==> src/rtl/sparse_mult_sched_if.sv <==
// Handshake and bus bundle between the sparse-term sequencer, the host/load logic,
// the position RAM and the poly_mult datapath.
interface sparse_mult_sched_if #(
  parameter int LOG_WEIGHT = 7,
  parameter int POS_W      = 16
);
  logic                  start_i;
  logic [LOG_WEIGHT-1:0] weight_i;
  logic [LOG_WEIGHT-1:0] dummy_i;
  logic                  rnd_i;
  logic [POS_W-1:0]      dpos_i;
  logic                  pos_rd_o;
  logic [LOG_WEIGHT-1:0] pos_addr_o;
  logic [POS_W-1:0]      pos_rdata_i;
  logic                  op_valid_o;
  logic                  op_ready_i;
  logic [POS_W-1:0]      op_pos_o;
  logic                  op_dummy_o;
  logic                  busy_o;
  logic                  done_o;

  modport slave (
    input  start_i, weight_i, dummy_i, rnd_i, dpos_i, pos_rdata_i, op_ready_i,
    output pos_rd_o, pos_addr_o, op_valid_o, op_pos_o, op_dummy_o, busy_o, done_o
  );

  modport master (
    output start_i, weight_i, dummy_i, rnd_i, dpos_i, pos_rdata_i, op_ready_i,
    input  pos_rd_o, pos_addr_o, op_valid_o, op_pos_o, op_dummy_o, busy_o, done_o
  );
endinterface

==> src/rtl/sparse_mult_sched.sv <==
// Sparse multiplier sequencer: interleaves real and dummy terms in a random order,
// giving both kinds the same 4-cycle schedule and the same position-RAM read pattern.
module sparse_mult_sched #(
  parameter int LOG_WEIGHT = 7,
  parameter int POS_W      = 16
) (
  input logic               clk,
  input logic               rst_i,
  sparse_mult_sched_if.slave bus
);

  typedef enum logic [2:0] {IDLE, DECIDE, FETCH, LOAD, ISSUE, DONE} state_t;

  state_t                state, state_nxt;
  logic [LOG_WEIGHT-1:0] real_left, real_left_nxt;
  logic [LOG_WEIGHT-1:0] dummy_left, dummy_left_nxt;
  logic [LOG_WEIGHT-1:0] real_idx, real_idx_nxt;
  logic                  is_dummy, is_dummy_nxt;
  logic [POS_W-1:0]      op_pos, op_pos_nxt;
  logic                  op_dummy, op_dummy_nxt;

  logic                  pos_rd, op_valid, busy, done;
  logic [LOG_WEIGHT-1:0] pos_addr;

  // NOTE: every variable gets its hold value first, so no path through the case
  // can leave one unassigned and infer a latch.
  always_comb begin
    state_nxt      = state;
    real_left_nxt  = real_left;
    dummy_left_nxt = dummy_left;
    real_idx_nxt   = real_idx;
    is_dummy_nxt   = is_dummy;
    op_pos_nxt     = op_pos;
    op_dummy_nxt   = op_dummy;

    case (state)
      IDLE: begin
        if (bus.start_i) begin
          real_left_nxt  = bus.weight_i;
          dummy_left_nxt = bus.dummy_i;
          real_idx_nxt   = '0;
          state_nxt      = (bus.weight_i == '0 && bus.dummy_i == '0) ? DONE : DECIDE;
        end
      end
      DECIDE: begin
        // An exhausted pool forces the other kind, so neither counter can underflow.
        if (real_left == '0)       is_dummy_nxt = 1'b1;
        else if (dummy_left == '0) is_dummy_nxt = 1'b0;
        else                       is_dummy_nxt = bus.rnd_i;
        state_nxt = FETCH;
      end
      FETCH: state_nxt = LOAD;
      LOAD: begin
        op_pos_nxt   = is_dummy ? bus.dpos_i : bus.pos_rdata_i;
        op_dummy_nxt = is_dummy;
        state_nxt    = ISSUE;
      end
      ISSUE: begin
        if (bus.op_ready_i) begin
          if (op_dummy) begin
            dummy_left_nxt = dummy_left - LOG_WEIGHT'(1);
          end else begin
            real_left_nxt = real_left - LOG_WEIGHT'(1);
            real_idx_nxt  = real_idx + LOG_WEIGHT'(1);
          end
          state_nxt = (real_left_nxt == '0 && dummy_left_nxt == '0) ? DONE : DECIDE;
        end
      end
      DONE:    state_nxt = IDLE;
      default: state_nxt = IDLE;
    endcase
  end

  // NOTE: state uses non-blocking assignments so every flop samples pre-edge values.
  always_ff @(posedge clk) begin
    if (rst_i) begin
      state      <= IDLE;
      real_left  <= '0;
      dummy_left <= '0;
      real_idx   <= '0;
      is_dummy   <= 1'b0;
      op_pos     <= '0;
      op_dummy   <= 1'b0;
      pos_rd     <= 1'b0;
      pos_addr   <= '0;
      op_valid   <= 1'b0;
      busy       <= 1'b0;
      done       <= 1'b0;
    end else begin
      state      <= state_nxt;
      real_left  <= real_left_nxt;
      dummy_left <= dummy_left_nxt;
      real_idx   <= real_idx_nxt;
      is_dummy   <= is_dummy_nxt;
      op_pos     <= op_pos_nxt;
      op_dummy   <= op_dummy_nxt;
      // Outputs are flopped from the next state so none is a decode of live inputs.
      pos_rd     <= (state_nxt == FETCH);
      pos_addr   <= (state_nxt == FETCH) ? real_idx_nxt : '0;
      op_valid   <= (state_nxt == ISSUE);
      busy       <= (state_nxt != IDLE);
      done       <= (state_nxt == DONE);
    end
  end

  assign bus.pos_rd_o   = pos_rd;
  assign bus.pos_addr_o = pos_addr;
  assign bus.op_valid_o = op_valid;
  assign bus.op_pos_o   = op_pos;
  assign bus.op_dummy_o = op_dummy;
  assign bus.busy_o     = busy;
  assign bus.done_o     = done;

endmodule

==> src/flat_wrapper.sv <==
// flat-port wrapper written by rule: the top's interface ports become plain ports
module sparse_mult_sched_flat 
#(
  parameter int LOG_WEIGHT = 7,
  parameter int POS_W      = 16
)
  (clk, rst_i, bus_start_i, bus_weight_i, bus_dummy_i, bus_rnd_i, bus_dpos_i, bus_pos_rdata_i, bus_op_ready_i, bus_pos_rd_o, bus_pos_addr_o, bus_op_valid_o, bus_op_pos_o, bus_op_dummy_o, bus_busy_o, bus_done_o);
  sparse_mult_sched_if #(.LOG_WEIGHT(LOG_WEIGHT), .POS_W(POS_W)) bus_i ();
  input logic clk;
  input logic rst_i;
  input wire logic [$bits(bus_i.start_i)-1:0] bus_start_i;
  input wire logic [$bits(bus_i.weight_i)-1:0] bus_weight_i;
  input wire logic [$bits(bus_i.dummy_i)-1:0] bus_dummy_i;
  input wire logic [$bits(bus_i.rnd_i)-1:0] bus_rnd_i;
  input wire logic [$bits(bus_i.dpos_i)-1:0] bus_dpos_i;
  input wire logic [$bits(bus_i.pos_rdata_i)-1:0] bus_pos_rdata_i;
  input wire logic [$bits(bus_i.op_ready_i)-1:0] bus_op_ready_i;
  output wire logic [$bits(bus_i.pos_rd_o)-1:0] bus_pos_rd_o;
  output wire logic [$bits(bus_i.pos_addr_o)-1:0] bus_pos_addr_o;
  output wire logic [$bits(bus_i.op_valid_o)-1:0] bus_op_valid_o;
  output wire logic [$bits(bus_i.op_pos_o)-1:0] bus_op_pos_o;
  output wire logic [$bits(bus_i.op_dummy_o)-1:0] bus_op_dummy_o;
  output wire logic [$bits(bus_i.busy_o)-1:0] bus_busy_o;
  output wire logic [$bits(bus_i.done_o)-1:0] bus_done_o;
  assign bus_i.start_i = bus_start_i;
  assign bus_i.weight_i = bus_weight_i;
  assign bus_i.dummy_i = bus_dummy_i;
  assign bus_i.rnd_i = bus_rnd_i;
  assign bus_i.dpos_i = bus_dpos_i;
  assign bus_i.pos_rdata_i = bus_pos_rdata_i;
  assign bus_i.op_ready_i = bus_op_ready_i;
  assign bus_pos_rd_o = bus_i.pos_rd_o;
  assign bus_pos_addr_o = bus_i.pos_addr_o;
  assign bus_op_valid_o = bus_i.op_valid_o;
  assign bus_op_pos_o = bus_i.op_pos_o;
  assign bus_op_dummy_o = bus_i.op_dummy_o;
  assign bus_busy_o = bus_i.busy_o;
  assign bus_done_o = bus_i.done_o;
  sparse_mult_sched #(.LOG_WEIGHT(LOG_WEIGHT), .POS_W(POS_W)) u_core (.clk(clk), .rst_i(rst_i), .bus(bus_i));
endmodule
==> config.mk <==
export PLATFORM = sky130hd
export DESIGN_NAME = sparse_mult_sched_flat
export DESIGN_NICKNAME = d
export VERILOG_FILES = /design/src/rtl/sparse_mult_sched_if.sv /design/src/rtl/sparse_mult_sched.sv /design/src/flat_wrapper.sv
export SDC_FILE = /design/constraint.sdc
export NUM_CORES = 1
export LEC_CHECK = 0
export CELL_PAD_IN_SITES_DETAIL_PLACEMENT = 1
export CELL_PAD_IN_SITES_GLOBAL_PLACEMENT = 1
export CORE_AREA = 2 2 98 81
export CTS_BUF_LIST = sky130_fd_sc_hd__clkbuf_8
export DETAILED_ROUTE_END_ITERATION = 7
export DIE_AREA = 0 0 100 83
export GPL_TIMING_DRIVEN = 0
export PLACE_DENSITY = 0.95
export SLEW_MARGIN = 40
export SYNTH_ARGS = -nofsm -noshare
export SYNTH_HDL_FRONTEND = slang
export SYNTH_SLANG_ARGS = --single-unit
==> constraint.sdc <==
create_clock -name clk -period 5.1 [get_ports clk]
set_clock_uncertainty 0.1 [all_clocks]
set_input_delay 1.02 -clock clk [delete_from_list [all_inputs] [get_ports clk]]
set_output_delay 1.02 -clock clk [all_outputs]
set_load 0.1 [all_outputs]
==> results of run 1 <==
[registers in the layout, summed over array words and instances, names as in the netlist]
signal and cells:
u_core.bus.op_pos_o 16, u_core.bus.pos_addr_o 7, u_core.dummy_left 7, u_core.real_idx 7, u_core.real_left 7, u_core.state 3, u_core.bus.busy_o 1, u_core.bus.done_o 1
u_core.bus.op_dummy_o 1, u_core.bus.op_valid_o 1, u_core.bus.pos_rd_o 1, u_core.is_dummy 1
[worst min-delay path, delay by kind of cell (launching register included)]
kind / cells / cell delay (ps)
and+or+nand+nor: 1 / 100
AOI/OAI and AO/OA: 1 / 50
DFF: 1 / 330
[per-stage QoR]
| step | instance area, um2 | setup slack [ps] |
|---|---|---|
| 2_1_floorplan | 2730 | 2579 |
| 3_3_place_gp | 3613 | 2053 |
| 3_5_place_dp | 3473 | 2022 |
| 4_1_cts | 3571 | 2339 |
| 5_1_grt | 3571 | 2060 |
| 6_report | 3571 | 2332 |
[power breakdown]
| group | switching, mW | internal [mW] | total [mW] |
|---|---|---|---|
| registers | 0.0251 | 0.446 | 0.471 |
| logic | 0.267 | 0.141 | 0.408 |
| clock network | 0.157 | 0.103 | 0.260 |
[routing by layer]
layer  routed length [um]  vias to the layer above  GRT usage
met2                 4194                       92     0.3673
met4                  113                        0    0.05479
li1                     -                     1346          -
met3                  578                       12    0.05303
met5                    0                        -          0
met1                 3868                     1354     0.2721
[cell usage in the layout (no fill, tap or decap), types with 2 or more instances in the layout]
cell type and n:
o31a_1 2, nor2_1 41, o31ai_1 3, buf_2 29, ha_1 5, and2_0 3
nand2b_1 5, xnor2_1 3, nand3_1 6, o41ai_1 2, a21oi_1 14, and2_1 8
clkbuf_1 21, nor2b_1 10, mux2i_1 19, a211oi_1 21, nor4_1 4, nor3b_1 2
o21ai_0 19, clkbuf_8 5, buf_1 2, a22oi_1 6, dfxtp_1 53, mux2_2 2
nor3_1 11, o22ai_1 2, nand4_1 3, clkdlybuf4s50_1 49, inv_1 7, a22o_1 3
nand2_1 25
[path summary, 6_finish.rpt]
path / cells after the start / to / startpoint
setup / recovery: 6 / u_core.real_left[2] / bus_start_i
setup reg to reg: 7 / u_core.bus.done_o / u_core.bus.op_dummy_o
hold reg to reg: 2 / u_core.bus.op_pos_o[10] / u_core.bus.op_pos_o[10]
hold / removal: 2 / u_core.bus.op_pos_o[10] / u_core.bus.op_pos_o[10]
[area by class of cell]
class	instances	share of cell area
inverter	7	0.007358
clock buffer	5	0.01927
clock inverter	3	0.008059
buffer	25	0.02873
sequential	53	0.2971
multi-input combinational	243	0.4313
tap	90	0.03153
timing repair buffer	77	0.1766
[cells by family after synthesis]
kind of cell | Yosys count | share of synthesized area
multiplexers | 21 | 0.07791
AO/OA/AOI/OAI | 82 | 0.2058
flip-flops | 53 | 0.3886
buffers and inverters | 32 | 0.04721
AND/OR/NAND/NOR | 131 | 0.2447
XOR/XNOR | 4 | 0.01283
adder cells (fa/ha/maj) | 5 | 0.02291
==> results.txt, run 1 <==
----------------------------------------------------
[Clock tree]
  TritonCTS clock tree ... yes
  Worst-skew pair later-pin latency ... 310 ps
  Maximum clock insertion buffer count ... 2
  CTS Buf Count ... 5
  Post-cts resize count ... 0
  Number of hold buffers added after cts ... 0
  Clock root buffer ... clkbuf_8
  Post-CTS setup buffer count ... 0
  Maximum level of the CTS H-tree ... 2
  Number of clock sinks ... 53
  Clk slew on worst S/H paths ... 110 ps

[Finish]
  Count of nets after finishing ... 468
  Layout fillers ... 897
  P&R area growth vs syn ... 30.80%
  Multi-input combinational cell area ... 1540 um2
  Flip-flop and latch area ... 1061 um2
  Final core area utilization ... 0.4900
  Share of final-layout standard cells stronger than drive strength 1 ... 0.1138
  Count of inserted antenna diode cells ... 0
  Count of placed standard cells in the final layout, fillers left out ... 503

[Die]
  Area of the placeable core ... 7287 um2
  Number of standard-cell rows in the floorplan ... 28
  Effective utilization at floorplan ... 0.3747
  Overall die area ... 8300 um2
  Io pins ... 79
  Overall die height ... 83 um
  Die boundary width ... 100 um

[Outcome]
  Result of the run ... finished, final reports clean

[Timing]
  RSZ-0062 raised after global routing ... no
  Slew of the pin with the lowest slew margin ... 794.7 ps
  Count of endpoints failing setup in the final report ... 0
  Post-Route Setup TNS ... 0 ps
  Remaining max-slew budget at the tightest pin ... 0.4690
  Final Hold Fails ... 0
  Smallest hold slack ... 418.4 ps
  Fraction of the cycle the final worst path needs ... 0.5428
  Highest achievable clock rate ... 361.3 MHz
  Fin. max-slew vios ... 0
  Final critical-path required period ... 2768 ps

[Placement]
  Count of port buffers added during placement ... 77
  Cell Count Post-Placement ... 495
  Detail Placement HPWL ... 6703 um
  Placer's final routability congestion estimate ... 0.9191

[Detailed routing]
  Count of antenna-violating nets left after detailed routing ... 0
  Number of vias after detailed routing ... 2804
  Via density per instance ... 5.575
  Average wire length per cell after detail routing ... 17.40 um
  Length of the first detailed-routing pass in iterations ... 4
  Initial detailed-routing violation count ... 142
  Routed Wire Length ... 8754 um
  Number of remaining DRC errors ... 0

[GRT]
  Largest net degree at the start of global routing ... 20
  Number of antenna violations at the first check in global routing ... 0
  First-pass GRT wire length ... 14680 um
  Total overflow reported by the global router ... 0
  Tot GR Track Use ... 0.2156
  Vias in the first global route ... 3029

[Setup path]
  Endpoint class of the critical path ... register
  Largest fanout on the critical path ... 10
  Kind of start point of the critical path ... primary input
  Setup CP Type ... in -> reg
  Arrival time reported for the critical path endpoint ... 2910 ps
  Flop2flop setup slack ... 2640 ps
  Required time of the critical path ... 5240 ps
  Largest stage delay on the critical path ... 510 ps
  Top delay family on crit path ... buffers and inverters
  Number of buffer and inverter instances along the worst setup path ... 2
  Cell Chain, Critical Path ... clkdlybuf4s50_1 -> nor2b_1 -> o21a_1 -> clkbuf_1 -> o21ai_0 -> a21oi_1
  CP max-delay cell ... clkdlybuf4s50_1

[Synthesis]
  Sequential element share of the synthesized area ... 0.3886
  Most frequent cells after synthesis ... dfxtp_1 (53), nor2_1 (41), nand2_1 (25), a211oi_1 (21), clkbuf_1 (21)
  Most frequently used cell type in the post-synthesis netlist ... dfxtp_1
  Mean instance size in the synthesized netlist ... 8.324 um2
  Post-synthesis instance area ... 2730 um2
  Number of nets in the synthesized netlist ... 384
  Cells taking the most area after synthesis ... dfxtp_1 (39%), mux2i_1 (7.0%), a211oi_1 (5.8%), nor2_1 (5.6%), o21ai_0 (3.5%)
  Synth top area share ... 0.3886
  Unique cell type count in the Yosys netlist ... 54
  Number of synthesized flops with an enable pin ... 0
  Number of register bits inferred by synthesis ... 53
  Share of async-settable or async-resettable flops after synthesis ... 0
  Warning count from the yosys run ... 0
  Post-Syn Instances ... 328
  Top cell type by total area after synthesis ... dfxtp_1
  Predominant post-synthesis flop cell ... dfxtp_1

[Min path]
  Hold Path Class ... reg -> reg

[Power]
  P_leak ... 1.340 nW
  Areal power density over the cells ... 319.0 nW/um2
  VDD IR-drop max ... 0.1446 mV
  Total power consumption of the routed design ... 1.139 mW

[Flow run]
  Reported max-cap violation count ... 0

----------------------------------------------------
Note: power is estimated with default switching activity, not from simulation.
==> run 2, diff against run 1 <==
--- a/config.mk
+++ b/config.mk
@@ -7,12 +7,12 @@
 export LEC_CHECK = 0
 export CELL_PAD_IN_SITES_DETAIL_PLACEMENT = 1
 export CELL_PAD_IN_SITES_GLOBAL_PLACEMENT = 1
-export CORE_AREA = 2 2 98 81
+export CORE_AREA = 2 2 101 83
 export CTS_BUF_LIST = sky130_fd_sc_hd__clkbuf_8
 export DETAILED_ROUTE_END_ITERATION = 7
-export DIE_AREA = 0 0 100 83
+export DIE_AREA = 0 0 103 85
 export GPL_TIMING_DRIVEN = 0
-export PLACE_DENSITY = 0.95
+export PLACE_DENSITY = 0.93
 export SLEW_MARGIN = 40
 export SYNTH_ARGS = -nofsm -noshare
 export SYNTH_HDL_FRONTEND = slang
==> constraint.sdc (replaced) <==
create_clock -name clk -period 2.7 [get_ports clk]
set_clock_uncertainty 0.1 [all_clocks]
set_input_delay 0.54 -clock clk [delete_from_list [all_inputs] [get_ports clk]]
set_output_delay 0.54 -clock clk [all_outputs]
set_load 0.1 [all_outputs]
==> run 2 against run 1 <==
Effect of this change:
- sequential share of layout area is 0.093 points lower
- clock-buffer cell count did not move
- die area grew 5.5%
- worst setup slack lost 2200 ps
- sequential power increased by 89%
- critical endpoint is now u_core.bus.done_o
- largest power group unchanged
==> results.txt, run 2 (synthesized netlist as in run 1, its figures left out) <==
----------------------------------------------------
[Die]
  Effective utilization at floorplan ... 0.3516
  Overall die height ... 85 um
  Io pins ... 79
  Overall die area ... 8755 um2
  Area of the placeable core ... 7765 um2
  Number of standard-cell rows in the floorplan ... 29
  Die boundary width ... 103 um

[Setup path]
  Arrival time reported for the critical path endpoint ... 2720 ps
  Flop2flop setup slack ... 120 ps
  CP max-delay cell ... dfxtp_1
  Cell Chain, Critical Path ... clkbuf_1 -> clkbuf_1 -> nand3b_1 -> o31ai_1 -> nand4_1 -> o41ai_2 -> nor3b_2
  Required time of the critical path ... 2840 ps
  Largest fanout on the critical path ... 10
  Worst reg-to-reg path cell count ... 7
  Launch instance of the worst register-to-register path ... u_core.bus.op_dummy_o
  Kind of start point of the critical path ... register
  Capture point of the worst reg-to-reg path ... u_core.bus.done_o
  Most prevalent standard cell on the critical path ... clkbuf_1
  Endpoint class of the critical path ... register
  Largest stage delay on the critical path ... 520 ps
  Setup CP Type ... reg -> reg

[Clock tree]
  Clock root buffer ... clkbuf_8
  Clk slew on worst S/H paths ... 100 ps
  Number of hold buffers added after cts ... 0
  Maximum clock insertion buffer count ... 2
  Worst-skew pair later-pin latency ... 310 ps
  TritonCTS clock tree ... yes
  Post-CTS setup buffer count ... 0
  CTS Buf Count ... 5
  Post-cts resize count ... 0
  Maximum level of the CTS H-tree ... 2
  Number of clock sinks ... 53

[Min path]
  Number of instances on the worst hold path ... 2
  Worst Hold Endpoint ... u_core.bus.op_pos_o[1]
  Hold Path Class ... reg -> reg
  Worst Min Path Start ... u_core.bus.op_pos_o[1]

[Power]
  P_leak ... 1.340 nW
  VDD IR-drop max ... 0.3231 mV
  Areal power density over the cells ... 590.9 nW/um2

[Finish]
  P&R area growth vs syn ... 31.21%
  Final core area utilization ... 0.4613
  Share of final-layout standard cells stronger than drive strength 1 ... 0.1114
  Finished layout cell area ... 3582 um2
  Count of nets after finishing ... 468
  Count of inserted antenna diode cells ... 0
  Most common cell after layout, fill and taps aside ... dfxtp_1
  Max FFs per register ... 16
  Count of placed standard cells in the final layout, fillers left out ... 521
  Highest-count cells in the layout ignoring fill and taps ... dfxtp_1 (53), clkdlybuf4s50_1 (49), nor2_1 (41)

[Timing]
  Slew of the pin with the lowest slew margin ... 734.4 ps
  Post-Route Setup TNS ... 0 ps
  Remaining max-slew budget at the tightest pin ... 0.5093
  RSZ-0062 raised after global routing ... no
  Count of endpoints failing setup in the final report ... 0
  Highest achievable clock rate ... 387.3 MHz
  Final Hold Fails ... 0
  Final critical-path required period ... 2582 ps
  Fraction of the cycle the final worst path needs ... 0.9562
  Fin. max-slew vios ... 0

[GRT]
  Vias in the first global route ... 2875
  Met1 usage in global routing ... 0.2737
  Met2 Usage GRT ... 0.3495
  Total overflow reported by the global router ... 0
  Met3 usage ... 0.05354
  Grt peak-use layer ... met2
  Number of antenna violations at the first check in global routing ... 0
  Tot GR Track Use ... 0.2089
  First-pass GRT wire length ... 14440 um
  Largest net degree at the start of global routing ... 17

[Detailed routing]
  Number of vias after detailed routing ... 2776
  Via density per instance ... 5.328
  Count of antenna-violating nets left after detailed routing ... 0
  Average wire length per cell after detail routing ... 17.14 um
  Number of remaining DRC errors ... 0
  Initial detailed-routing violation count ... 121
  Routed Wire Length ... 8932 um
  Length of the first detailed-routing pass in iterations ... 4

[Outcome]
  Result of the run ... finished, final reports clean

[Placement]
  Placement Cell Area ... 3496 um2
  Detail Placement HPWL ... 6789 um
  Cell Count Post-Placement ... 513
  Placer's final routability congestion estimate ... 0.9128
  Count of port buffers added during placement ... 77

[Flow run]
  Reported max-cap violation count ... 0

----------------------------------------------------
## run 2: changes by cell type in the layout (fill, tap and decap cells not counted)
cell / previous run / this run
inv_8: 1 / 0
clkinv_4: 1 / 0
inv_1: 7 / 8
clkinv_2: 0 / 1
## run 2: cell type report
class                           instances  area, um2
Fill cell                             973       4183
Multi-Input combinational cell        243       1540
Sequential cell                        53       1061
Timing Repair Buffer                   77      630.6
Tap cell                              108      135.1
Buffer                                 25      102.6
Clock buffer                            5      68.82
Inverter                                7      26.28
Clock inverter                          3      17.52
## run 2: worst max-delay path by stage
stage,startpoint,endpoint,slack (ps)
final,u_core.bus.op_dummy_o,u_core.bus.done_o,120
after global routing,u_core.bus.op_dummy_o,u_core.bus.done_o,60
after CTS,u_core.bus.op_dummy_o,u_core.bus.done_o,240
after detailed placement,bus_start_i,u_core.dummy_left[3],30
after global placement,bus_start_i,u_core.real_left[2],120
after floorplan,u_core.bus.op_dummy_o,u_core.bus.done_o,180
## run 2: per-stage QoR
step           setup slack [ps]  power [mW]  hold slack [ps]
6_report                  118.3       2.117            407.0
5_1_grt                   59.82       2.230            433.4
4_1_cts                   243.8       2.119            411.9
3_5_place_dp              28.55       1.675            398.2
3_3_place_gp              123.4       1.664            386.9
2_1_floorplan             178.9       1.438            403.0
## run 2: where the power goes
| group | switching (mW) | internal, mW | total, mW | leakage (nW) |
|---|---|---|---|---|
| logic | 0.509 | 0.267 | 0.776 | 0.859 |
| registers | 0.0469 | 0.842 | 0.889 | 0.431 |
| clock network | 0.270 | 0.182 | 0.452 | 0.0497 |
## run 2: worst max-delay path, delay by kind of cell, from the launching register on
kind	cells	cell delay [ps]
compound gates	2	460
buf+inv	2	910
flops	1	520
simple gates	3	520
## run 2: metal layers
| metal | up-vias | wire (um) | share of wire |
|---|---|---|---|
| met5 | - | 0 | 0 |
| met4 | 0 | 63 | 0.0071 |
| met3 | 9 | 679 | 0.076 |
| met2 | 97 | 4267 | 0.48 |
| met1 | 1330 | 3921 | 0.44 |
| li1 | 1340 | - | - |
==> run 3, diff against run 2 <==
--- a/config.mk
+++ b/config.mk
@@ -11,7 +11,6 @@
 export CTS_BUF_LIST = sky130_fd_sc_hd__clkbuf_8
 export DETAILED_ROUTE_END_ITERATION = 7
 export DIE_AREA = 0 0 103 85
-export GPL_TIMING_DRIVEN = 0
 export PLACE_DENSITY = 0.93
 export SLEW_MARGIN = 40
 export SYNTH_ARGS = -nofsm -noshare
==> run 3 against run 2 <==
Effect of this change:
- die area unchanged
- register-to-register slack improved by 380 ps
- first-iteration DRC count is 18% higher
- non-clock buffer count decreased by 14
- cell count decreased by 2.7%
- critical path type unchanged
- largest cell class unchanged
- largest power group unchanged
==> results.txt, run 3 (synthesized netlist as in run 1, its figures left out) <==
----------------------------------------------------
[Setup path]
  Endpoint class of the critical path ... register
  Worst reg-to-reg path cell count ... 7
  Setup CP Type ... reg -> reg
  CP max-delay cell ... dfxtp_1
  Required time of the critical path ... 2850 ps
  Flop2flop setup slack ... 500 ps
  Largest stage delay on the critical path ... 370 ps
  Launch instance of the worst register-to-register path ... u_core.real_left[0]
  Arrival time reported for the critical path endpoint ... 2350 ps
  Capture point of the worst reg-to-reg path ... u_core.bus.done_o
  Cell Chain, Critical Path ... inv_1 -> ha_1 -> nor4b_1 -> xnor2_1 -> nand3_1 -> o41ai_2 -> nor3b_2
  Kind of start point of the critical path ... register
  Largest fanout on the critical path ... 5

[Min path]
  Worst Min Path Start ... u_core.bus.op_pos_o[7]
  Worst Hold Endpoint ... u_core.bus.op_pos_o[7]
  Hold Path Class ... reg -> reg
  Number of instances on the worst hold path ... 2

[Die]
  Effective utilization at floorplan ... 0.3516
  Die boundary width ... 103 um
  Overall die height ... 85 um
  Io pins ... 79
  Area of the placeable core ... 7765 um2
  Overall die area ... 8755 um2
  Number of standard-cell rows in the floorplan ... 29

[Finish]
  Highest-count cells in the layout ignoring fill and taps ... dfxtp_1 (52), clkdlybuf4s50_1 (50), nor2_1 (41)
  Count of nets after finishing ... 454
  Count of inserted antenna diode cells ... 0
  Multi-input combinational cell area ... 1540 um2
  Layout fillers ... 965
  Most common cell after layout, fill and taps aside ... dfxtp_1
  Flip-flop and latch area ... 1062 um2
  Max FFs per register ... 16
  Share of final-layout standard cells stronger than drive strength 1 ... 0.1378
  P&R area growth vs syn ... 34.10%

[Placement]
  Setup WS pre-CTS ... 267.7 ps
  Count of port buffers added during placement ... 78
  Detail Placement HPWL ... 6392 um
  Placer's final routability congestion estimate ... 0.8437

[Detailed routing]
  Routed Wire Length ... 8265 um
  Count of antenna-violating nets left after detailed routing ... 0
  Via density per instance ... 5.363
  Initial detailed-routing violation count ... 143
  Number of vias after detailed routing ... 2719
  Number of remaining DRC errors ... 0
  Average wire length per cell after detail routing ... 16.30 um
  Length of the first detailed-routing pass in iterations ... 4

[Timing]
  RSZ-0062 raised after global routing ... no
  Highest achievable clock rate ... 455.1 MHz
  Count of endpoints failing setup in the final report ... 0
  Final critical-path required period ... 2198 ps
  Final Hold Fails ... 0
  Smallest hold slack ... 406.4 ps
  Worst Setup Slack, final ... 502.4 ps
  Post-Route Setup TNS ... 0 ps
  Fin. max-slew vios ... 0
  Fraction of the cycle the final worst path needs ... 0.8139
  Remaining max-slew budget at the tightest pin ... 0.6192
  Slew of the pin with the lowest slew margin ... 566.0 ps

[Outcome]
  Result of the run ... finished, final reports clean

[Power]
  P_leak ... 1.363 nW
  Total power consumption of the routed design ... 2.209 mW
  VDD IR-drop max ... 0.2269 mV
  Areal power density over the cells ... 603.3 nW/um2

[Clock tree]
  Number of hold buffers added after cts ... 0
  Post-cts resize count ... 0
  Maximum level of the CTS H-tree ... 2
  Worst-skew pair later-pin latency ... 310 ps
  Clk slew on worst S/H paths ... 100 ps
  Clock root buffer ... clkbuf_8
  Maximum clock insertion buffer count ... 2
  TritonCTS clock tree ... yes
  Number of clock sinks ... 53
  CTS Buf Count ... 5
  Post-CTS setup buffer count ... 0

[GRT]
  Number of antenna violations at the first check in global routing ... 0
  Tot GR Track Use ... 0.1979
  Largest net degree at the start of global routing ... 35
  Vias in the first global route ... 2802
  First-pass GRT wire length ... 13850 um
  Total overflow reported by the global router ... 0

[Flow run]
  Reported max-cap violation count ... 0

----------------------------------------------------
run 3: layer usage:
layer	track usage	wire, um	part of all wire
met5	0	0	0
met3	0.05437	548	0.066
met2	0.3341	4075	0.49
met4	0.04187	57	0.0069
met1	0.2524	3583	0.43
run 3: area by class of cell:
cell class / instances / share of cell area
clock inverter: 3 / 0.01162
inverter: 7 / 0.007177
multi-input combinational: 243 / 0.4207
sequential: 53 / 0.2902
timing repair buffer: 88 / 0.2146
clock buffer: 5 / 0.01880
tap: 108 / 0.03691
run 3: power breakdown:
| group | total [mW] | switching, mW | internal [mW] |
|---|---|---|---|
| Sequential | 0.934 | 0.0906 | 0.843 |
| Clock | 0.549 | 0.274 | 0.275 |
| Combinational | 0.726 | 0.447 | 0.279 |
| Total | 2.21 | 0.811 | 1.40 |
run 3: worst max path at each step:
stage / slack, ps / startpoint / endpoint
floorplan: 180 / u_core.bus.op_dummy_o / u_core.bus.done_o
global placement: 380 / bus_op_ready_i / u_core.bus.pos_addr_o[6]
detailed placement: 270 / bus_start_i / u_core.dummy_left[1]
CTS: 490 / u_core.real_left[0] / u_core.bus.done_o
global route: 290 / u_core.real_left[0] / u_core.bus.done_o
finish: 500 / u_core.real_left[0] / u_core.bus.done_o
run 3: critical path: cells and delay by family, from the launching register on:
kind	cells	cell delay [ps]
flops	1	370
fa+ha+maj	1	240
buf+inv	1	150
compound gates	1	360
simple gates	3	710
xor+xnor	1	210
run 3: metrics by stage:
| stage | area (um2) | std cells | util |
|---|---|---|---|
| final | 3661 | 507 | 0.4715 |
| after global routing | 3661 | 507 | 0.4715 |
| after CTS | 3661 | 507 | 0.4715 |
| after detailed placement | 3550 | 499 | 0.4571 |
| after global placement | 3548 | 499 | 0.4570 |
| after floorplan | 2730 | 328 | - |
